<file path="src/rtl/mem_arbiter.sv">
// Round-robin arbiter sharing the cons-cell memory unit among NUM_REQ requesters.
// Drives the unit's command port, tracks its is_ready handshake and returns results.
module mem_arbiter #(
    parameter int unsigned NUM_REQ = 3,
    parameter int unsigned ADDR_W  = 10,
    parameter int unsigned DATA_W  = 24,
    parameter int unsigned TIMEOUT = 64
) (
    input  logic                      clk,
    input  logic                      rst,
    input  logic [NUM_REQ-1:0]        req,
    input  logic [2*NUM_REQ-1:0]      req_func,
    input  logic [ADDR_W*NUM_REQ-1:0] req_addr0,
    input  logic [ADDR_W*NUM_REQ-1:0] req_addr1,
    output logic [NUM_REQ-1:0]        grant,
    output logic [NUM_REQ-1:0]        done,
    output logic [ADDR_W-1:0]         rsp_addr,
    output logic [DATA_W-1:0]         rsp_data,
    output logic                      timeout_err,
    output logic                      busy,
    output logic [1:0]                mu_func,
    output logic                      mu_execute,
    output logic [ADDR_W-1:0]         mu_addr0,
    output logic [ADDR_W-1:0]         mu_addr1,
    input  logic                      mu_is_ready,
    input  logic [ADDR_W-1:0]         mu_addr_out,
    input  logic [DATA_W-1:0]         mu_data_out
);

    localparam int unsigned PTR_W = (NUM_REQ > 1) ? $clog2(NUM_REQ) : 1;
    localparam int unsigned WD_W  = $clog2(TIMEOUT);

    localparam logic [PTR_W-1:0] PTR_LAST = PTR_W'(NUM_REQ - 1);
    localparam logic [WD_W-1:0]  WD_LAST  = WD_W'(TIMEOUT - 1);

    localparam logic [1:0] S_IDLE  = 2'd0;
    localparam logic [1:0] S_ISSUE = 2'd1;
    localparam logic [1:0] S_ACK   = 2'd2;
    localparam logic [1:0] S_RUN   = 2'd3;

    logic [1:0]         state_q, state_d;
    logic [NUM_REQ-1:0] grant_q, grant_d;
    logic [NUM_REQ-1:0] done_q, done_d;
    logic [ADDR_W-1:0]  rsp_addr_q, rsp_addr_d;
    logic [DATA_W-1:0]  rsp_data_q, rsp_data_d;
    logic               timeout_err_q, timeout_err_d;
    logic               busy_q, busy_d;
    logic [1:0]         mu_func_q, mu_func_d;
    logic               mu_execute_q, mu_execute_d;
    logic [ADDR_W-1:0]  mu_addr0_q, mu_addr0_d;
    logic [ADDR_W-1:0]  mu_addr1_q, mu_addr1_d;
    logic [PTR_W-1:0]   rr_ptr_q, rr_ptr_d;
    logic [PTR_W-1:0]   owner_q, owner_d;
    logic [WD_W-1:0]    wd_q, wd_d;

    logic [PTR_W-1:0]   win_idx;
    logic               win_found;
    logic [PTR_W-1:0]   cand_idx;
    int unsigned        cand;
    logic [NUM_REQ-1:0] win_oh;
    logic [1:0]         sel_func;
    logic [ADDR_W-1:0]  sel_addr0;
    logic [ADDR_W-1:0]  sel_addr1;
    logic               end_txn;
    logic               end_timeout;

    // First pending request scanning upward from rr_ptr, wrapping modulo NUM_REQ.
    always_comb begin
        win_idx   = '0;
        win_found = 1'b0;
        cand      = 0;
        cand_idx  = '0;
        for (int unsigned k = 0; k < NUM_REQ; k++) begin
            cand = 32'(rr_ptr_q) + k;
            if (cand >= NUM_REQ) begin
                cand = cand - NUM_REQ;
            end
            cand_idx = PTR_W'(cand);
            if (!win_found && req[cand_idx]) begin
                win_found = 1'b1;
                win_idx   = cand_idx;
            end
        end
    end

    // Winner's operands and one-hot grant.
    always_comb begin
        win_oh    = '0;
        sel_func  = '0;
        sel_addr0 = '0;
        sel_addr1 = '0;
        for (int unsigned i = 0; i < NUM_REQ; i++) begin
            if (win_idx == PTR_W'(i)) begin
                win_oh[i] = 1'b1;
                sel_func  = req_func[2*i +: 2];
                sel_addr0 = req_addr0[ADDR_W*i +: ADDR_W];
                sel_addr1 = req_addr1[ADDR_W*i +: ADDR_W];
            end
        end
    end

    always_comb begin
        state_d       = state_q;
        grant_d       = grant_q;
        done_d        = '0;
        rsp_addr_d    = rsp_addr_q;
        rsp_data_d    = rsp_data_q;
        timeout_err_d = 1'b0;
        mu_func_d     = mu_func_q;
        mu_execute_d  = 1'b0;
        mu_addr0_d    = mu_addr0_q;
        mu_addr1_d    = mu_addr1_q;
        rr_ptr_d      = rr_ptr_q;
        owner_d       = owner_q;
        wd_d          = wd_q;
        end_txn       = 1'b0;
        end_timeout   = 1'b0;

        case (state_q)
            S_IDLE: begin
                if (win_found && mu_is_ready) begin
                    grant_d      = win_oh;
                    owner_d      = win_idx;
                    mu_func_d    = sel_func;
                    mu_addr0_d   = sel_addr0;
                    mu_addr1_d   = sel_addr1;
                    mu_execute_d = 1'b1;
                    state_d      = S_ISSUE;
                end
            end
            S_ISSUE: begin
                wd_d    = '0;
                state_d = S_ACK;
            end
            S_ACK: begin
                if (wd_q == WD_LAST) begin
                    end_txn     = 1'b1;
                    end_timeout = 1'b1;
                end else begin
                    wd_d = wd_q + WD_W'(1);
                    if (!mu_is_ready) begin
                        state_d = S_RUN;
                    end
                end
            end
            S_RUN: begin
                if (mu_is_ready) begin
                    end_txn = 1'b1;
                end else if (wd_q == WD_LAST) begin
                    end_txn     = 1'b1;
                    end_timeout = 1'b1;
                end else begin
                    wd_d = wd_q + WD_W'(1);
                end
            end
            default: begin
                state_d = S_IDLE;
            end
        endcase

        // Completion or watchdog abort: both release the owner and rotate priority.
        if (end_txn) begin
            done_d        = grant_q;
            grant_d       = '0;
            timeout_err_d = end_timeout;
            rr_ptr_d      = (owner_q == PTR_LAST) ? '0 : owner_q + PTR_W'(1);
            state_d       = S_IDLE;
            if (!end_timeout) begin
                rsp_addr_d = mu_addr_out;
                rsp_data_d = mu_data_out;
            end
        end

        busy_d = (state_d != S_IDLE);
    end

    always_ff @(posedge clk) begin
        if (rst) begin
            state_q       <= S_IDLE;
            grant_q       <= '0;
            done_q        <= '0;
            rsp_addr_q    <= '0;
            rsp_data_q    <= '0;
            timeout_err_q <= 1'b0;
            busy_q        <= 1'b0;
            mu_func_q     <= '0;
            mu_execute_q  <= 1'b0;
            mu_addr0_q    <= '0;
            mu_addr1_q    <= '0;
            rr_ptr_q      <= '0;
            owner_q       <= '0;
            wd_q          <= '0;
        end else begin
            state_q       <= state_d;
            grant_q       <= grant_d;
            done_q        <= done_d;
            rsp_addr_q    <= rsp_addr_d;
            rsp_data_q    <= rsp_data_d;
            timeout_err_q <= timeout_err_d;
            busy_q        <= busy_d;
            mu_func_q     <= mu_func_d;
            mu_execute_q  <= mu_execute_d;
            mu_addr0_q    <= mu_addr0_d;
            mu_addr1_q    <= mu_addr1_d;
            rr_ptr_q      <= rr_ptr_d;
            owner_q       <= owner_d;
            wd_q          <= wd_d;
        end
    end

    assign grant       = grant_q;
    assign done        = done_q;
    assign rsp_addr    = rsp_addr_q;
    assign rsp_data    = rsp_data_q;
    assign timeout_err = timeout_err_q;
    assign busy        = busy_q;
    assign mu_func     = mu_func_q;
    assign mu_execute  = mu_execute_q;
    assign mu_addr0    = mu_addr0_q;
    assign mu_addr1    = mu_addr1_q;

endmodule

</file>
<file path="config.mk">
export PLATFORM = sky130hd
export DESIGN_NAME = mem_arbiter
export DESIGN_NICKNAME = d
export VERILOG_FILES = /design/src/rtl/mem_arbiter.sv
export SDC_FILE = /design/constraint.sdc
export NUM_CORES = 1
export LEC_CHECK = 0
export ABC_CLOCK_PERIOD_IN_PS = 3800
export BUFFER_PORTS_ARGS = -buffer_cell sky130_fd_sc_hd__buf_2
export CAP_MARGIN = 20
export CELL_PAD_IN_SITES_DETAIL_PLACEMENT = 0
export CELL_PAD_IN_SITES_GLOBAL_PLACEMENT = 1
export CORE_MARGIN = 2
export CORE_UTILIZATION = 35
export DETAILED_ROUTE_END_ITERATION = 8
export PLACE_DENSITY_LB_ADDON = 0.1
export SYNTH_ARGS = -nofsm -noshare
export SYNTH_HDL_FRONTEND = slang
export SYNTH_SLANG_ARGS = --single-unit
export TNS_END_PERCENT = 30
</file>
<file path="constraint.sdc">
create_clock -name clk -period 3.8 [get_ports clk]
set_input_delay 0.76 -clock clk [delete_from_list [all_inputs] [get_ports clk]]
set_output_delay 0.76 -clock clk [all_outputs]
set_load 0.01 [all_outputs]
</file>
Yosys cells after proc, flatten, opt, wreduce, memory -nomap -nowiden
Cells that the tools add are included.
{ "op_classes": {"n_addsub": 7, "n_lt_le_gt_ge": 6, "muxes": 42, "n_reduce_logical": 15, "n_eq_ne": 8, "n_bitwise": 3} }
{ "op_table": {"columns": ["operator", "count"], "rows": [
  ["$mux W10", 6],
  ["$mux W2", 14],
  ["$pmux W6 S3", 1],
  ["$mux W1", 13],
  ["$mux W6", 2],
  ["$lt A2 B3 Y1 const B", 3],
  ["$eq A2 B2 Y1 const B", 4],
  ["$add A6 B1 Y6 const B", 1],
  ["$bmux W1 S2", 3],
  ["$eq A6 B6 Y1 const B", 1],
  ["$ge A3 B2 Y1 const B", 2],
  ["$pmux W2 S3", 1],
  ["$reduce_and A2 Y1", 3],
  ["$reduce_or A2 Y1", 3],
  ["$sub A2 B2 Y2 const B", 3],
  ["$eq A2 B1 Y1 const B", 2],
  ["$logic_not A2 Y1", 2],
  ["$pmux W1 S2", 2],
  ["$add A2 B1 Y3 const B", 1],
  ["$add A2 B2 Y3 const B", 1],
  ["$logic_and A1 B1 Y1", 3],
  ["$not A1 Y1", 3],
  ["$reduce_bool A3 Y1", 1],
  ["$add A2 B1 Y2 const B", 1],
  ["other kinds (4)", 5]
]} }
{ "word_totals": {"register_bits": 77, "in_bits": 106, "output_inout_bits": 65, "elab_cells": 95} }

Longest topological paths before layout
Gate-level depths: netlist of run 1.
{ "logic_depth": {"depth_word": 16, "mapped_depth": 8, "ltp_nobuf": 7} }

Least setup slack after synthesis of run 1
OpenSTA, ideal clock, no wires.
{ "synth_path": {"path_kind": "input -> register", "start": "in req[1]", "end": "reg mu_addr0_q[0], in the netlist mu_addr0[0]", "setup_ns": 0.126, "required_ns": 3.674, "cell_stages": 6, "arrival_ns": 1.928, "n_path_buf": 1, "path_slack_ns": 1.746, "path_cell_list": "nand2_1 -> o221a_2 -> a32oi_4 -> buf_6 -> mux2i_1 -> o221ai_2"} }
{ "synth_between": {"elab_chain_cells": 13, "elab_cells_between_ends": 24, "classes_between": "eq/ne: 2; mux: 15; reduce/logical: 7"} }
{ "synth_lines": {"columns": ["element", "line_no", "rtl"], "rows": [
  ["start, declared", "11", "input logic [NUM_REQ-1:0] req,"],
  ["$bmux W1 S2", "79", "if (!win_found && req[cand_idx]) begin"],
  ["$mux W1 (implied by the code)", "79", null],
  ["$mux W1", "79", null],
  ["$logic_not A1 Y1", "79", null],
  ["$logic_and A1 B1 Y1", "79", null],
  ["$mux W1", "79", null],
  ["$logic_not A1 Y1", "79", null],
  ["$logic_and A1 B1 Y1", "79", null],
  ["$mux W2", "79", null],
  ["$logic_not A2 Y1", "93", "if (win_idx == PTR_W'(i)) begin"],
  ["$mux W10 (3 in series)", "93", null],
  ["end signal, assigned", "203", "mu_addr0_q <= mu_addr0_d;"],
  ["end, declared", "50", "logic [ADDR_W-1:0] mu_addr0_q, mu_addr0_d;"]
]} }
Several ways; a longest one is shown, not always the timed one. The select of a mux whose other input is x is not followed.
A chain may end at the register's enable or synchronous reset.

Final worst setup path of run 1
{ "layout_path": {"start": "reg rr_ptr_q[0]", "end": "reg mu_addr0_q[2], in the netlist mu_addr0[2]"} }
{ "layout_between": {"elab_chain_cells": 15, "elab_cells_between_ends": 35, "classes_between": "add/sub: 5; order compare: 3; eq/ne: 2; mux: 18; reduce/logical: 7"} }
{ "layout_lines": {"columns": ["element", "line_no", "rtl"], "rows": [
  ["start, declared", "52", "logic [PTR_W-1:0] rr_ptr_q, rr_ptr_d;"],
  ["start signal, assigned", "205", "rr_ptr_q <= rr_ptr_d;"],
  ["branches (longest 15 deep; another with $add A2 B1 Y3)", null, null]
]} }
Parallel ways; which one is timed is not known. The select of a mux whose other input is x is not followed.

==> results of run 1 <==
[cell type report]
type	instances	area, µm²
fill	944	5050
multi-input combinational	259	1700
sequential	77	1540
timing repair buffer	178	911
tap	133	166
clock buffer	9	124
inverter	26	97.6
clock inverter	7	96.3
[per-layer routing]
layer	share of wire	vias up	track usage
li1	-	1661	-
met1	0.47	1410	0.213
met2	0.44	117	0.251
met3	0.079	14	0.0383
met4	0.016	0	0.0668
met5	0	-	0
[power by group through the flow]
stage / clock network [µW] / registers (µW) / logic, µW
after floorplan: 0 / 894 / 151
after CTS: 721 / 864 / 276
after global placement: 0 / 882 / 272
after detailed placement: 0 / 883 / 275
final: 696 / 864 / 271
after global routing: 756 / 868 / 301
[cell usage after synthesis (2+ instances only)]
cell type  instances
o21ai_1            3
ha_1               5
buf_2              4
inv_1             25
nand2_1           80
nand3_1           25
o221ai_1           2
and2_1             3
nor3_1             3
or3_1              4
nand3b_1           2
clkbuf_1          15
o221ai_2          20
a21o_1             3
nor2_1             6
a21oi_1           46
buf_6              5
nand4b_1           2
nand2b_1           8
dfxtp_1           77
mux2i_1           23
nor2b_1            6
[kinds of logic after synthesis]
group                      after synthesis  synth area share
AOI/OAI and AO/OA                       86             0.209
xor gates and xnor gates                 1           0.00253
adders and majority gates                5            0.0181
buffers and inverters                   50            0.0664
DFF                                     77             0.445
muxes                                   23            0.0664
and+or+nand+nor                        144             0.193
[final timing paths]
| check | end | depth (start not counted) | from |
|---|---|---|---|
| max | mu_addr0[2] | 9 | rr_ptr_q[0] |
| min | rsp_data[6] | 2 | rsp_data[6] |
| min reg2reg | rsp_data[6] | 2 | rsp_data[6] |
| max reg2reg | mu_addr0[2] | 9 | rr_ptr_q[0] |
[registers in the layout, indices dropped and copies added (netlist names)]
signal,flops
rsp_addr,10
busy,1
owner_q,2
mu_execute,1
timeout_err,1
mu_addr1,10
rr_ptr_q,2
grant,3
rsp_data,24
mu_addr0,10
wd_q,6
done,3
mu_func,2
state_q,2
[stage by stage]
stage	area, µm²	utilization	total power, µW
floorplan	3460	-	1040
global placement	4410	0.456	1150
detailed placement	4410	0.456	1160
CTS	4630	0.478	1860
global route	4630	0.478	1930
finish	4630	0.478	1830
[worst max-delay path: cells and delay by family, from the launching register on]
family / cells / cell delay [ps]
compound gates: 3 / 460
flops: 1 / 380
simple gates: 2 / 520
fa+ha+maj: 1 / 360
buf+inv: 3 / 730
==> impl_metrics.tcl, run 1 <==
set metrics [dict create \
    synth-seq-cells 77 \
    vias 3202 \
    pre_cts_ws_ps 1020 \
    max_freq_mhz 387 \
    grt_pass1_wl_um 13400 \
    p_per_area_nw_per_um2 395 \
    slew_violations 0 \
    drt_iter0_drc 91 \
    area_growth_pct 33.7 \
    ant_nets 0 \
    synth_flop_cell "dfxtp_1" \
    io_pins 171 \
    p_sw_uw 492 \
    setup_violations 0 \
    layout_commonest_cell "buf_2" \
    wl_um 9070 \
    yosysWarnings 0 \
    dieArea_um2 10700 \
    async_flop_share 0 \
    critPathMaxStageDelay_ps 380 \
    dp_hpwl_um 6560 \
    drc 0 \
    antenna_cells 0 \
    pwr-share-clk 0.380 \
    grt_pass1_vias 2812 \
    ctsHoldBuffers 0 \
    crit_required_ps 4020 \
    numCtsBuffers 9 \
    vdd_drop_max_uv 253 \
    finClkSkew_ps 11.5 \
    netlist_area_um2 3460 \
    gp_congestion 0.815 \
    layout.cells.non_filler 689 \
    avgSynthCellArea_um2 8.98 \
    yosysSeqAreaShare 0.445 \
    maxCapViolCount 0 \
    numPortBuffers 170 \
    synth_cells 386 \
    core-area_um2 9680 \
    combPwrFrac 0.148 \
    dp_cells 673 \
    critical-path-slowest-cell "dfxtp_1" \
    cp-end-kind "flip-flop" \
    synth_cell_type_count 41 \
    routedWlPerCell_um 13.2 \
    hold_path_class "flip-flop to flip-flop" \
    tightest_slew_ps 540 \
    period_share 0.680 \
    clk_pin_slew_worst_paths_ps 80 \
    worstSkewPairLatency_ps 350 \
    clockBufferDepth 2 \
    cpMostUsedCell "buf_4" \
    final_cell_mix "buf_2, nand2_1, dfxtp_1, a21oi_1" \
    synthTopCellsByArea "dfxtp_1, nand2_1, o221ai_2" \
    p_leak_uw 0.00210 \
    synth_top_area_share 0.445 \
    drive_above_1_share 0.399 \
    cts_root_buffer "clkbuf_8" \
    row_count 36 \
    reg2reg_slack_ps 1220 \
    layout_setup_ws_ps 1220 \
    cts.sinks 77 \
    rsz0062_at_grt "no" \
    path_max_fanout 25 \
    fin_tns_setup_ps 0 \
    synth_top_cell_by_area "dfxtp_1" \
    fin_nets 662 \
    grt_max_degree 49 \
    cts_tree "yes" \
    crit_chain "inv_1 -> ha_1 -> nand3b_1 -> o221a_2 -> a21oi_2 -> buf_4 -> nand2b_1 -> buf_4 -> o221ai_2" \
    dieWidth_um 103 \
    start_kind "flip-flop" \
    timing.hold.ws_ps 452 \
    crit_arrival_ps 2800 \
    first_pass_iters 4 \
    via_per_inst 4.65 \
    sw_frac_of_total 0.269 \
    seq_power_share 0.472 \
    grt_overflow 0 \
    status "finished, final reports clean" \
    syn-num-nets 497 \
    initial_core_util 0.358 \
    critPathKind "flip-flop to flip-flop" \
    slew-limit-headroom 0.640 \
    die_y_um 103 \
    antenna_found_initial 0 \
    hold_viol_final 0 \
    grtUsageTotal 0.161 \
    synth_edf_count 0 \
    period_minus_slack_ps 2580 \
    ctsHtreeMaxLevel 3 \
    post_cts_buffers 0 \
    p_int_uw 1340 \
    cts_resized 0 \
]
Note: power is estimated with default switching activity, not from simulation.
==> run 2, diff against run 1 <==
- ABC_CLOCK_PERIOD_IN_PS: 3800 -> 2570
- CORE_UTILIZATION: 35 -> 33
- clock period: 3.8 -> 2.57 ns (I/O delays scaled with it)
==> impl_metrics.tcl, run 2 (synthesis gave the netlist of run 1 again) <==
set metrics [dict create \
    multiInputGateArea_um2 1700 \
    cp-end-kind "flip-flop" \
    worstSkewPairLatency_ps 340 \
    use_met3 0.0386 \
    first_pass_iters 4 \
    row_count 37 \
    period_minus_slack_ps 2200 \
    drt_iter0_drc 96 \
    ant_nets 0 \
    fin_area_um2 4640 \
    dieArea_um2 11300 \
    numCtsBuffers 9 \
    p_per_area_nw_per_um2 564 \
    vias 3266 \
    grt_max_degree 35 \
    crit_arrival_ps 2390 \
    io_pins 171 \
    maxCapViolCount 0 \
    ctsHoldBuffers 0 \
    gp_congestion 0.741 \
    critical-path-slowest-cell "dfxtp_1" \
    tightest_slew_ps 496 \
    clk_pin_slew_worst_paths_ps 80 \
    routedWlPerCell_um 13.6 \
    wl_um 9400 \
    placed_area_um2 4440 \
    max_freq_mhz 455 \
    critPathMaxStageDelay_ps 380 \
    grtUsageTotal 0.161 \
    drc 0 \
    finClkSkew_ps 8.87 \
    hold_path_class "input port to flip-flop" \
    grt_pass1_wl_um 14600 \
    seq_area_um2 1540 \
    antenna_found_initial 0 \
    cts.sinks 77 \
    layout_commonest_cell "buf_2" \
    grt_overflow 0 \
    numPortBuffers 170 \
    post_cts_buffers 0 \
    antenna_cells 0 \
    pre_cts_ws_ps 390 \
    worst-path-buf-inv 2 \
    busiest_layer "met2" \
    setup_violations 0 \
    layout_setup_ws_ps 372 \
    area_growth_pct 33.9 \
    start_kind "flip-flop" \
    slew-limit-headroom 0.669 \
    fin_tns_setup_ps 0 \
    crit_chain "inv_1 -> ha_1 -> nand3b_1 -> o221a_2 -> a32oi_4 -> buf_12 -> mux2i_1 -> o221ai_1" \
    die_y_um 106 \
    crit_required_ps 2770 \
    cts_resized 0 \
    grt_use_met1 0.203 \
    via_per_inst 4.73 \
    period_share 0.855 \
    drive_above_1_share 0.396 \
    status "finished, final reports clean" \
    grt_pass1_vias 3053 \
    rsz0062_at_grt "no" \
    cts_tree "yes" \
    largest_reg_flops 24 \
    ctsHtreeMaxLevel 3 \
    clockBufferDepth 2 \
    path_max_fanout 24 \
    fillers 1068 \
    core-area_um2 10300 \
    path_delay_family "compound AO/OA/AOI/OAI gates" \
    p_leak_uw 0.00210 \
    grt_use_met2 0.266 \
    vdd_drop_max_uv 284 \
    critPathKind "flip-flop to flip-flop" \
    final_cell_mix "buf_2, nand2_1, dfxtp_1, a21oi_1" \
    hold_viol_final 0 \
    cts_root_buffer "clkbuf_8" \
    initial_core_util 0.337 \
    fin_nets 662 \
    dp_hpwl_um 6810 \
    total_power_uw 2620 \
    dieWidth_um 106 \
    slew_violations 0 \
]
[run 2: final cells by class]
type,count,area share
Sequential cell,77,0.332
Inverter,26,0.0210
Multi-Input combinational cell,259,0.365
Clock buffer,12,0.0334
Tap cell,136,0.0367
Timing Repair Buffer,178,0.202
Clock inverter,3,0.00944
[run 2: per-stage QoR]
stage	hold WS [ps]	utilization	cells
2_1_floorplan	440	-	386
3_3_place_gp	440	0.432	676
3_5_place_dp	444	0.432	676
4_1_cts	382	0.451	691
5_1_grt	392	0.451	691
6_report	402	0.451	691
[run 2: final timing paths]
check | cells past startpoint | slack (ps) | start | end
max reg2reg | 8 | 370 | rr_ptr_q[0] | mu_addr1[0]
min | 3 | 400 | mu_addr_out[5] | rsp_addr[5]
min reg2reg | 2 | 450 | rsp_addr[1] | rsp_addr[1]
max | 8 | 370 | rr_ptr_q[0] | mu_addr1[0]
[run 2: worst min-delay path: stages]
cell and delay (ps):
buf_2 90, nand2_1 40, a21oi_1 50
[run 2: power by group]
part	internal (µW)	leakage, µW	switching (µW)	total (µW)
Sequential	1250	0.000625	30.3	1280
Combinational	189	0.00137	222	411
Clock	499	0.000103	430	930
Total	1930	0.00210	683	2620
[run 2: layer usage]
metal	vias to the layer above	share of wire	wire length [µm]
met2	117	0.46	4320
met3	12	0.079	742
met4	0	0.015	138
met5	-	0	0
met1	1472	0.45	4200
li1	1665	-	-
==> run 3, diff against run 2 <==
- ABC_AREA: unset -> 1
- CORE_UTILIZATION: 33 -> 31
==> impl_metrics.tcl, run 3 <==
set metrics [dict create \
    status "finished, final reports clean" \
    ctsHoldBuffers 0 \
    synth_flop_cell "dfxtp_1" \
    avgSynthCellArea_um2 7.01 \
    total_power_uw 3210 \
    period_minus_slack_ps 2170 \
    grt_overflow 0 \
    p_leak_uw 0.00240 \
    post_cts_buffers 0 \
    min_path_cells 2 \
    grt_max_degree 37 \
    synth_top_cell_by_area "dfxtp_1" \
    grt_pass1_wl_um 17700 \
    initial_core_util 0.316 \
    max_freq_mhz 460 \
    crit_arrival_ps 2390 \
    synth_cell_type_count 27 \
    period_share 0.846 \
    p_per_area_nw_per_um2 657 \
    slew-limit-headroom 0.688 \
    layout.cells.non_filler 820 \
    path_max_fanout 23 \
    rsz0062_at_grt "no" \
    setup_violations 0 \
    vdd_drop_max_uv 258 \
    core-area_um2 11300 \
    cp-end-kind "flip-flop" \
    cts_resized 0 \
    crit_required_ps 2790 \
    synthTopCellsByArea "dfxtp_1, nand2_1, nand3_1" \
    async_flop_share 0 \
    slew_violations 0 \
    io_pins 171 \
    wl_um 11000 \
    cts_tree "yes" \
    drive_above_1_share 0.316 \
    synth_edf_count 0 \
    syn-num-nets 622 \
    gp_congestion 0.804 \
    clockBufferDepth 2 \
    grt_pass1_vias 3642 \
    area_growth_pct 36.4 \
    hold_viol_final 0 \
    maxCapViolCount 0 \
    antenna_cells 0 \
    ctsHtreeMaxLevel 3 \
    finClkSkew_ps 5.11 \
    grtUsageTotal 0.176 \
    drc 0 \
    timing.hold.ws_ps 442 \
    layout_commonest_cell "buf_2" \
    dieArea_um2 12400 \
    synth_cells 511 \
    yosysWarnings 0 \
    numCtsBuffers 9 \
    yosysSeqAreaShare 0.431 \
    cts_root_buffer "clkbuf_16" \
    numPortBuffers 170 \
    dieWidth_um 111 \
    yosysMostFrequentCell "nand2_1" \
    routedWlPerCell_um 13.4 \
    tightest_slew_ps 467 \
    synthTopCellsByCount "nand2_1, nand3_1, dfxtp_1" \
    clk_pin_slew_worst_paths_ps 60 \
    critPathKind "flip-flop to flip-flop" \
    netlist_area_um2 3580 \
    die_y_um 111 \
    dp_cells 804 \
    synth_top_area_share 0.431 \
    start_kind "flip-flop" \
    final_cell_mix "buf_2, nand2_1, nand3_1, dfxtp_1, a21oi_1" \
    r2r_cells 12 \
    cts.sinks 77 \
    dp_hpwl_um 8010 \
    first_pass_iters 4 \
    via_per_inst 4.69 \
    ant_nets 0 \
    synth-seq-cells 77 \
    vias 3849 \
    antenna_found_initial 0 \
    fin_tns_setup_ps 0 \
    fin_nets 783 \
    worstSkewPairLatency_ps 330 \
    row_count 39 \
    largest_reg_flops 24 \
    drt_iter0_drc 244 \
    hold_path_class "flip-flop to flip-flop" \
]
## run 3: layer usage
| metal | vias up | wire length (µm) | share of wire | global-route usage |
|---|---|---|---|---|
| met5 | - | 0 | 0 | 0 |
| met4 | 0 | 212 | 0.019 | 0.0634 |
| met3 | 18 | 771 | 0.070 | 0.0523 |
| met2 | 128 | 5080 | 0.46 | 0.283 |
| met1 | 1708 | 4960 | 0.45 | 0.224 |
| li1 | 1995 | - | - | - |
## run 3: critical path: stages (launching register included)
cell	delay, ps
dfxtp_1	350
inv_1	80
ha_1	370
inv_2	60
nand2_1	60
nand2_1	80
a21oi_4	220
nand4_1	140
nand2_2	110
inv_2	170
or2_2	320
nand2_1	60
a21oi_1	50
## run 3: through the flow
step           worst slack, ps  area, µm²   util
6_report                   396       4880  0.431
5_1_grt                    191       4880  0.431
4_1_cts                    385       4880  0.431
3_5_place_dp               390       4550  0.402
3_3_place_gp               457       4550  0.402
2_1_floorplan              665       3580      -
## run 3: area by class of cell
class / count / area [µm²]
Clock inverter: 6 / 93.8
Timing Repair Buffer: 181 / 946
Fill cell: 1235 / 6440
Clock buffer: 10 / 239
Sequential cell: 77 / 1540
Tap cell: 143 / 179
Multi-Input combinational cell: 351 / 1690
Inverter: 52 / 195
## run 3: final timing paths
kind | start | to | slack, ps
hold reg to reg | grant[0] | done[0] | 440
setup / recovery | rr_ptr_q[0] | mu_addr0[6] | 400
setup reg to reg | rr_ptr_q[0] | mu_addr0[6] | 400
hold / removal | grant[0] | done[0] | 440
## run 3: power breakdown
part / switching (µW) / internal, µW
registers: 34.3 / 1260
logic: 301 / 205
clock network: 524 / 886
## run 3: logic make-up (layout without fill, tap and decap cells)
family / Yosys count / after routing / share of synthesized area
simple gates: 255 / 255 / 0.313
fa+ha+maj: 5 / 5 / 0.0175
compound gates: 91 / 91 / 0.141
flops: 77 / 77 / 0.431
buf+inv: 83 / 249 / 0.0979
